[src/rtl/fetch_sequencer.sv]
// Fetch controller: owns the PC, issues one instruction-memory request at a time and
// holds the returned word in a one-entry buffer for decode.
module fetch_sequencer #(
    parameter int unsigned     XLEN       = 32,
    parameter logic [XLEN-1:0] RESET_ADDR = 32'h8000_0000
) (
    input  logic            clk_i,
    input  logic            rst_i,
    input  logic            halt_i,
    output logic            imem_req_o,
    output logic [XLEN-1:0] imem_addr_o,
    input  logic            imem_gnt_i,
    input  logic            imem_rvalid_i,
    input  logic [31:0]     imem_rdata_i,
    output logic            instr_valid_o,
    output logic [31:0]     instr_o,
    output logic [XLEN-1:0] instr_pc_o,
    input  logic            instr_ready_i,
    input  logic            redirect_i,
    input  logic [XLEN-1:0] redirect_pc_i,
    input  logic            trap_i,
    input  logic [XLEN-1:0] trap_vec_i,
    output logic            misaligned_o
);

    typedef enum logic [1:0] {StIdle, StReq, StWait, StHold} state_e;

    state_e          r_state, w_state_next;
    logic [XLEN-1:0] r_next_pc, w_next_pc_next;
    logic [XLEN-1:0] r_fetch_addr, w_fetch_addr_next;
    logic            r_kill, w_kill_next;
    logic [31:0]     r_instr, w_instr_next;
    logic [XLEN-1:0] r_instr_pc, w_instr_pc_next;
    logic            r_misaligned;

    logic            w_event;
    logic [XLEN-1:0] w_raw_target;
    logic [XLEN-1:0] w_target;
    logic [XLEN-1:0] w_seq_pc;

    assign w_event      = trap_i | redirect_i;
    assign w_raw_target = trap_i ? trap_vec_i : redirect_pc_i;
    assign w_target     = {w_raw_target[XLEN-1:2], 2'b00};
    assign w_seq_pc     = r_fetch_addr + XLEN'(4);

    always_comb begin
        w_state_next      = r_state;
        w_next_pc_next    = r_next_pc;
        w_fetch_addr_next = r_fetch_addr;
        w_kill_next       = r_kill;
        w_instr_next      = r_instr;
        w_instr_pc_next   = r_instr_pc;
        unique case (r_state)
            StIdle: begin
                if (!halt_i) begin
                    w_fetch_addr_next = w_event ? w_target : r_next_pc;
                    w_state_next      = StReq;
                end else if (w_event) begin
                    w_next_pc_next = w_target;
                end
            end
            StReq: begin
                if (w_event) begin
                    w_next_pc_next = w_target;
                    w_kill_next    = 1'b1;
                end else if (imem_gnt_i && !r_kill) begin
                    // A pending kill already parked the redirect target in next_pc.
                    w_next_pc_next = w_seq_pc;
                end
                if (imem_gnt_i) begin
                    w_state_next = StWait;
                end
            end
            StWait: begin
                if (imem_rvalid_i) begin
                    if (r_kill || w_event) begin
                        w_kill_next = 1'b0;
                        if (w_event) begin
                            w_next_pc_next = w_target;
                        end
                        if (halt_i) begin
                            w_state_next = StIdle;
                        end else begin
                            w_state_next      = StReq;
                            w_fetch_addr_next = w_event ? w_target : r_next_pc;
                        end
                    end else begin
                        w_instr_next    = imem_rdata_i;
                        w_instr_pc_next = r_fetch_addr;
                        w_state_next    = StHold;
                    end
                end else if (w_event) begin
                    w_next_pc_next = w_target;
                    w_kill_next    = 1'b1;
                end
            end
            StHold: begin
                if (w_event) begin
                    if (halt_i) begin
                        w_state_next   = StIdle;
                        w_next_pc_next = w_target;
                    end else begin
                        w_state_next      = StReq;
                        w_fetch_addr_next = w_target;
                    end
                end else if (instr_ready_i) begin
                    if (halt_i) begin
                        w_state_next = StIdle;
                    end else begin
                        w_state_next      = StReq;
                        w_fetch_addr_next = r_next_pc;
                    end
                end
            end
            default: w_state_next = StIdle;
        endcase
    end

    always_ff @(posedge clk_i or posedge rst_i) begin
        if (rst_i) begin
            r_state      <= StIdle;
            r_next_pc    <= RESET_ADDR;
            r_fetch_addr <= RESET_ADDR;
            r_kill       <= 1'b0;
            r_instr      <= '0;
            r_instr_pc   <= '0;
            r_misaligned <= 1'b0;
        end else begin
            r_state      <= w_state_next;
            r_next_pc    <= w_next_pc_next;
            r_fetch_addr <= w_fetch_addr_next;
            r_kill       <= w_kill_next;
            r_instr      <= w_instr_next;
            r_instr_pc   <= w_instr_pc_next;
            r_misaligned <= w_event && (w_raw_target[1:0] != 2'b00);
        end
    end

    assign imem_req_o    = (r_state == StReq);
    assign imem_addr_o   = r_fetch_addr;
    // A same-cycle redirect masks the buffered word so decode never takes a stale one.
    assign instr_valid_o = (r_state == StHold) && !w_event;
    assign instr_o       = r_instr;
    assign instr_pc_o    = r_instr_pc;
    assign misaligned_o  = r_misaligned;

endmodule

[config.mk]
export PLATFORM = sky130hd
export DESIGN_NAME = fetch_sequencer
export DESIGN_NICKNAME = d
export VERILOG_FILES = /design/src/rtl/fetch_sequencer.sv
export SDC_FILE = /design/constraint.sdc
export NUM_CORES = 1
export LEC_CHECK = 0
export CORE_ASPECT_RATIO = 0.75
export CORE_MARGIN = 2
export CORE_UTILIZATION = 48
export CTS_CLUSTER_SIZE = 14
export DETAILED_ROUTE_END_ITERATION = 10
export MAX_ROUTING_LAYER = met4
export PLACE_DENSITY = 0.81
export SYNTH_ARGS = -nofsm -noshare
export SYNTH_HDL_FRONTEND = slang
export SYNTH_SLANG_ARGS = --single-unit
[constraint.sdc]
create_clock -name clk_i -period 6.6 [get_ports clk_i]
set_clock_uncertainty 0.2 [all_clocks]
set_input_delay 1.32 -clock clk_i [delete_from_list [all_inputs] [get_ports clk_i]]
set_output_delay 1.32 -clock clk_i [all_outputs]
set_load 0.03 [all_outputs]
==> flow_metrics.tcl, run 1 <==
set metrics [dict create \
    netlist_top_cells_area "dfrtp_1 (48%), mux2_2 (11%), mux2i_1 (5.4%), o21ai_0 (4.9%), nand2_1 (4.6%)" \
    ys_seq_area_frac 0.492 \
    final_area_um2 9420 \
    cp_max_fo 25 \
    hold_violations 0 \
    clk_latency_ps 420 \
    hpwl_um 14000 \
    core_um2 13700 \
    row_count 37 \
    powerDensity_nw_per_um2 453 \
    ant_nets 0 \
    leakage_nw 4.05 \
    place_congestion 0.883 \
    hold_ws_ps 292 \
    seqCellArea_um2 3310 \
    drv_cap 0 \
    n_fill_cell 1007 \
    syn_to_final_growth_pct 40.2 \
    setup_viol 0 \
    cts_buffer_depth 2 \
    max_freq_ghz 0.211 \
    cp_slowest_cell "clkdlybuf4s50_1" \
    portBuffers 202 \
    worstSetupPathDepth 5 \
    timing.final.crit_share 0.717 \
    routedWlPerCell_um 19.9 \
    die_w_um 141 \
    worst_slack_ps 1870 \
    critPathMostFrequentCell "clkdlybuf4s50_1" \
    synth-simple-area-share 0.125 \
    async_flop_share 1.00 \
    timing.slew.headroom 0.302 \
    dp.cells 985 \
    synth_edf_count 0 \
    numCtsBuffers 17 \
    synth_top_flop_cell "dfrtp_1" \
    worst-setup-path-type "in2out" \
    crit_path_end_kind "output port" \
    synthMuxAreaShare 0.166 \
    dr.pass1.iters 5 \
    worst_pin_slew_ps 1050 \
    yosysTopAreaCell "dfrtp_1" \
    crit_start "redirect_i" \
    crit_buf_inv 3 \
    layout_min_cycle_time_ps 4730 \
    crit_family "buffers and inverters" \
    r2r_start "r_state[0]$_DFFE_PP0P_" \
    netlist_area_um2 6720 \
    grt_pass1_vias 6052 \
    cp_slowest_stage_delay_ps 720 \
    wl_um 20300 \
    syn_inst 642 \
    vias 5999 \
    pin_count 203 \
    yosys_warnings 0 \
    yosys_register_bits 132 \
    layout-drive-gt1-share 0.145 \
    r2r-end "r_next_pc[21]$_DFFE_PP0P_" \
    synth_compound_area_frac 0.139 \
    ff2ff_path_depth 5 \
    die_area_um2 15000 \
    finalPower_mw 4.26 \
    worstSetupStartpointType "primary input" \
    track_usage 0.282 \
    synth_top_area_share 0.484 \
    drc_errors 0 \
    hold_start "r_next_pc[16]$_DFFE_PP0P_" \
    drv_slew 0 \
    synth_fa_ha_area_frac 0.00186 \
    die_y_um 106 \
    htreeDepth 4 \
    grt_overflow_total 0 \
    postCtsSetupBuffers 0 \
    post_dp_cell_area_um2 8780 \
    tns_ps 0 \
    multiInputGateArea_um2 3130 \
    viasPerCell 5.89 \
    antenna_found_initial 1 \
    peakVddDrop_v 0.000248 \
    holdCritPathClass "reg2reg" \
    grt_pass1_wl_um 31900 \
    initialDrtViolationCount 576 \
    ctsHoldBuffers 0 \
    final_nets 934 \
    rsz0062_at_grt "no" \
    r2r_slack_ps 3240 \
    synth_top_family_by_area "multiplexers" \
    synth.avg_cell_area_um2 10.5 \
    clk_pin_slew_ps 60 \
    crit_end "instr_valid_o" \
    cts.sinks 132 \
    critPathArrivalTime_ps 3210 \
    cp_data_required_time_ps 5080 \
    syn_nets 747 \
    fin_util 0.687 \
    cts_tree "built" \
    cts_resized 0 \
    cts_root_buf "clkbuf_16" \
    outcome "complete, no violations" \
    start_util 0.490 \
    synthXorXnorAreaFrac 0.0326 \
    finalNonFillerCells 1018 \
    crit_chain "clkdlybuf4s50_1, buf_4, or2_2, nor2_1, clkdlybuf4s50_1" \
    yosysUniqueCellTypes 57 \
    grt_max_degree 82 \
    dpl_worst_slack_ps 1900 \
]
logic make-up (layout without fill, tap and decap cells):
kind of cell               after synthesis  after routing
xor gates and xnor gates                25             25
adders and majority gates                1              1
buffers and inverters                   55            255
DFF                                    132            132
muxes                                  103            103
other                                    0              1
and+or+nand+nor                        176            176
AOI/OAI and AO/OA                      150            150
cells in the final DEF, fill, tap and decap left out, types with 6 or more instances in the layout:
master / Yosys / routed
nor2_1: 27 / 27
clkdlybuf4s50_1: 0 / 201
a21oi_1: 26 / 26
o21ai_0: 66 / 66
xor2_1: 19 / 19
o221ai_1: 11 / 11
dfrtp_1: 130 / 130
nand3_1: 12 / 12
a22oi_1: 7 / 7
inv_1: 12 / 11
xnor2_1: 6 / 6
mux2_2: 67 / 67
nor3_1: 13 / 13
mux2i_1: 36 / 36
a222oi_1: 8 / 8
nand2_1: 83 / 83
buf_4: 1 / 8
nand4_1: 7 / 7
o22ai_1: 8 / 8
clkbuf_16: 0 / 17
synth_stat cells, types with 2 or more instances:
| master | number |
|---|---|
| nand2_1 | 83 |
| nor2b_1 | 4 |
| mux2_2 | 67 |
| o22a_1 | 5 |
| nor2_1 | 27 |
| o21a_1 | 2 |
| or4_4 | 2 |
| nor4_1 | 5 |
| o32a_1 | 2 |
| nand3_1 | 12 |
| xor2_1 | 19 |
| nand4_1 | 7 |
| a31oi_1 | 3 |
| clkbuf_8 | 3 |
| a222oi_1 | 8 |
| or2_2 | 4 |
| buf_1 | 6 |
| nand2b_1 | 2 |
| o21ai_0 | 66 |
| xnor2_1 | 6 |
| o22ai_1 | 8 |
| a22o_1 | 4 |
| o31ai_1 | 2 |
| mux2i_1 | 36 |
| o221ai_1 | 11 |
| clkbuf_2 | 2 |
| dfrtp_1 | 130 |
| and3_1 | 5 |
| a22oi_1 | 7 |
| inv_1 | 12 |
| a21oi_1 | 26 |
| nor3_1 | 13 |
| o211ai_1 | 2 |
| dfstp_2 | 2 |
| clkbuf_1 | 22 |
| buf_2 | 6 |
layout make-up:
type / count / area share
sequential: 132 / 0.351
tap: 175 / 0.0232
inverter: 13 / 0.00571
antenna: 1 / 0.000266
clock buffer: 18 / 0.0456
timing repair buffer: 210 / 0.221
multi-input combinational: 455 / 0.332
clock inverter: 14 / 0.0215
worst register-to-register path: stages, from the launching register on:
cell	delay, ps
dfrtp_1	850
nand2_1	530
a21oi_1	310
or4_1	790
nor2_1	210
a221o_1	360
worst min path at each step:
stage / end / cells past startpoint / slack, ps
after global placement: r_next_pc[7]$_DFFE_PP0P_ / 2 / 250
after global routing: instr_pc_o[16]$_DFFE_PP0P_ / 1 / 320
after floorplan: r_next_pc[7]$_DFFE_PP0P_ / 2 / 240
after detailed placement: r_next_pc[7]$_DFFE_PP0P_ / 2 / 280
after CTS: r_next_pc[10]$_DFFE_PP0P_ / 2 / 300
final: r_next_pc[16]$_DFFE_PP0P_ / 2 / 290
report_power, final:
group | leakage [nW] | internal [mW] | switching (mW) | total, mW
sequential | 1.70 | 1.12 | 0.357 | 1.48
clock | 0.294 | 0.637 | 0.386 | 1.02
combinational | 2.06 | 0.762 | 1.00 | 1.76
state kept, by name, summed over array words and instances, names as in the netlist:
| register | cells |
|---|---|
| r_state | 2 |
| r_kill | 1 |
| imem_addr_o | 32 |
| instr_pc_o | 32 |
| r_next_pc | 32 |
| misaligned_o | 1 |
| instr_o | 32 |
routing by layer:
metal / track usage / wire (um) / vias up
met1: 0.368 / 8730 / 2934
met2: 0.425 / 9440 / 313
met5: - / 0 / -
met4: 0.110 / 435 / 0
met3: 0.0716 / 1670 / 48
li1: - / - / 2704
Power figures use the tool's default switching activity.
==> run 2: changes to the inputs <==
CORE_UTILIZATION = 43   (was 48)
PLACE_DENSITY = 0.77   (was 0.81)
clock period = 4.1 ns   (was 6.6 ns; I/O delays follow)
==> run 2 against run 1 <==
Against the previous run: sequential share of layout area shrank 0.22 points; final cell count is 3.3% higher; critical path depth is 3 lower; register-to-register slack worse by 1900 ps; global-route usage fell by 4.3 points; die area is 11% higher; worst hold slack worse by 11 ps; sequential power increased by 58%; worst setup slack worse by 1000 ps; design area is 0.64% higher; critical endpoint is now imem_req_o; highest routed layer unchanged.
==> flow_metrics.tcl, run 2 (synthesis results as in run 1) <==
set metrics [dict create \
    outcome "complete, no violations" \
    switching_share 0.407 \
    drv_cap 0 \
    critPathArrivalTime_ps 2220 \
    holdCritPathClass "reg2reg" \
    cts_tree "built" \
    hold_violations 0 \
    finalPower_mw 6.71 \
    drc_errors 0 \
    crit_path_end_kind "output port" \
    routedWlPerCell_um 17.9 \
    cts_resized 0 \
    cp_max_fo 19 \
    dp.cells 1020 \
    seq_power_share 0.349 \
    p_switching_mw 2.73 \
    powerDensity_nw_per_um2 708 \
    grt_pass1_wl_um 30100 \
    numCtsBuffers 17 \
    htreeDepth 4 \
    clk_latency_ps 420 \
    final_nets 939 \
    rsz0062_at_grt "no" \
    viasPerCell 5.52 \
    final_common_cell "clkdlybuf4s50_1" \
    layout_min_cycle_time_ps 3240 \
    wl_met2_um 8280 \
    intPower_mw 3.98 \
    start_util 0.440 \
    peakVddDrop_v 0.000408 \
    initialDrtViolationCount 725 \
    die_w_um 148 \
    wl_met3_um 1670 \
    final_area_um2 9480 \
    hpwl_um 13100 \
    leakage_nw 4.07 \
    wl_met1_um 8670 \
    cts.sinks 132 \
    dr.pass1.iters 5 \
    drv_slew 0 \
    n_fill_cell 1284 \
    cts_buffer_depth 2 \
    setup_viol 0 \
    core_um2 15300 \
    antenna_found_initial 0 \
    die_area_um2 16700 \
    worst_pin_slew_ps 873 \
    clk_pin_slew_ps 60 \
    row_count 39 \
    postCtsSetupBuffers 0 \
    track_usage 0.239 \
    die_y_um 112 \
    ctsHoldBuffers 0 \
    cp_data_required_time_ps 3080 \
    diodes 0 \
    cts_root_buf "clkbuf_16" \
    portBuffers 202 \
    worst-setup-path-type "reg2out" \
    layout_common_cells "clkdlybuf4s50_1 (200), dfrtp_1 (130), nand2_1 (83)" \
    vias 5810 \
    top_layer_used "met4" \
    finalNonFillerCells 1052 \
    pwr-share-clk 0.225 \
    layout-drive-gt1-share 0.152 \
    timing.slew.headroom 0.414 \
    pin_count 203 \
    post_dp_cell_area_um2 8890 \
    grt_max_degree 131 \
    max_freq_ghz 0.308 \
    timing.final.crit_share 0.791 \
    ant_nets 0 \
    fin_util 0.621 \
    place_congestion 0.897 \
    grt_pass1_vias 5602 \
    power_frac_comb 0.426 \
    worstSetupStartpointType "register" \
    syn_to_final_growth_pct 41.1 \
    grt_overflow_total 0 \
    wl_um 18800 \
    tns_ps 0 \
]
## run 2: changes by cell type in the layout (fill, tap and decap cells not counted), sizes merged, moves of 2 or more
cell    change
buf         +6
bufinv      -2
clkinv      +3
inv         -3
## run 2: area by class of cell
type	instances	area [um^2]	share of cell area
Sequential cell	132	3310	0.349
Multi-Input combinational cell	455	3130	0.330
Timing Repair Buffer	215	2150	0.227
Clock buffer	19	453	0.0478
Tap cell	205	256	0.0271
Clock inverter	13	133	0.0140
Inverter	13	52.6	0.00554
## run 2: worst max-delay path, stage by stage, from the launching register on
cell             delay [ps]
dfrtp_1                 600
nor2b_1                 440
clkdlybuf4s50_1         760
## run 2: final timing paths
kind | start | to | cells past startpoint | slack [ps]
max | r_state[1]$_DFFE_PP0P_ | imem_req_o | 2 | 860
max in group asynchronous | rst_i | instr_pc_o[3]$_DFFE_PP0P_ | 3 | 2380
max reg2reg | r_state[0]$_DFFE_PP0P_ | r_next_pc[7]$_DFFE_PP0P_ | 6 | 1330
min | r_next_pc[16]$_DFFE_PP0P_ | r_next_pc[16]$_DFFE_PP0P_ | 2 | 280
min in group asynchronous | rst_i | misaligned_o$_DFF_PP0_ | 2 | 430
min reg2reg | r_next_pc[16]$_DFFE_PP0P_ | r_next_pc[16]$_DFFE_PP0P_ | 2 | 280
## run 2: power groups by stage
stage,Sequential [mW],Clock [mW],Combinational [mW]
finish,2.34,1.51,2.86
global route,2.42,1.60,3.05
CTS,2.34,1.53,2.86
detailed placement,2.34,0,2.86
global placement,2.33,0,2.80
floorplan,2.83,0,1.20
## run 2: stage by stage
stage	hold slack (ps)	setup slack [ps]
after floorplan	235	1020
after global placement	255	704
after detailed placement	268	623
after CTS	282	902
after global routing	312	790
final	281	856
## run 2: per-layer routing
layer  track usage  up-vias
met3        0.0618       19
met5             -        -
met4        0.0571        0
li1              -     2728
met2         0.341      275
met1         0.341     2788
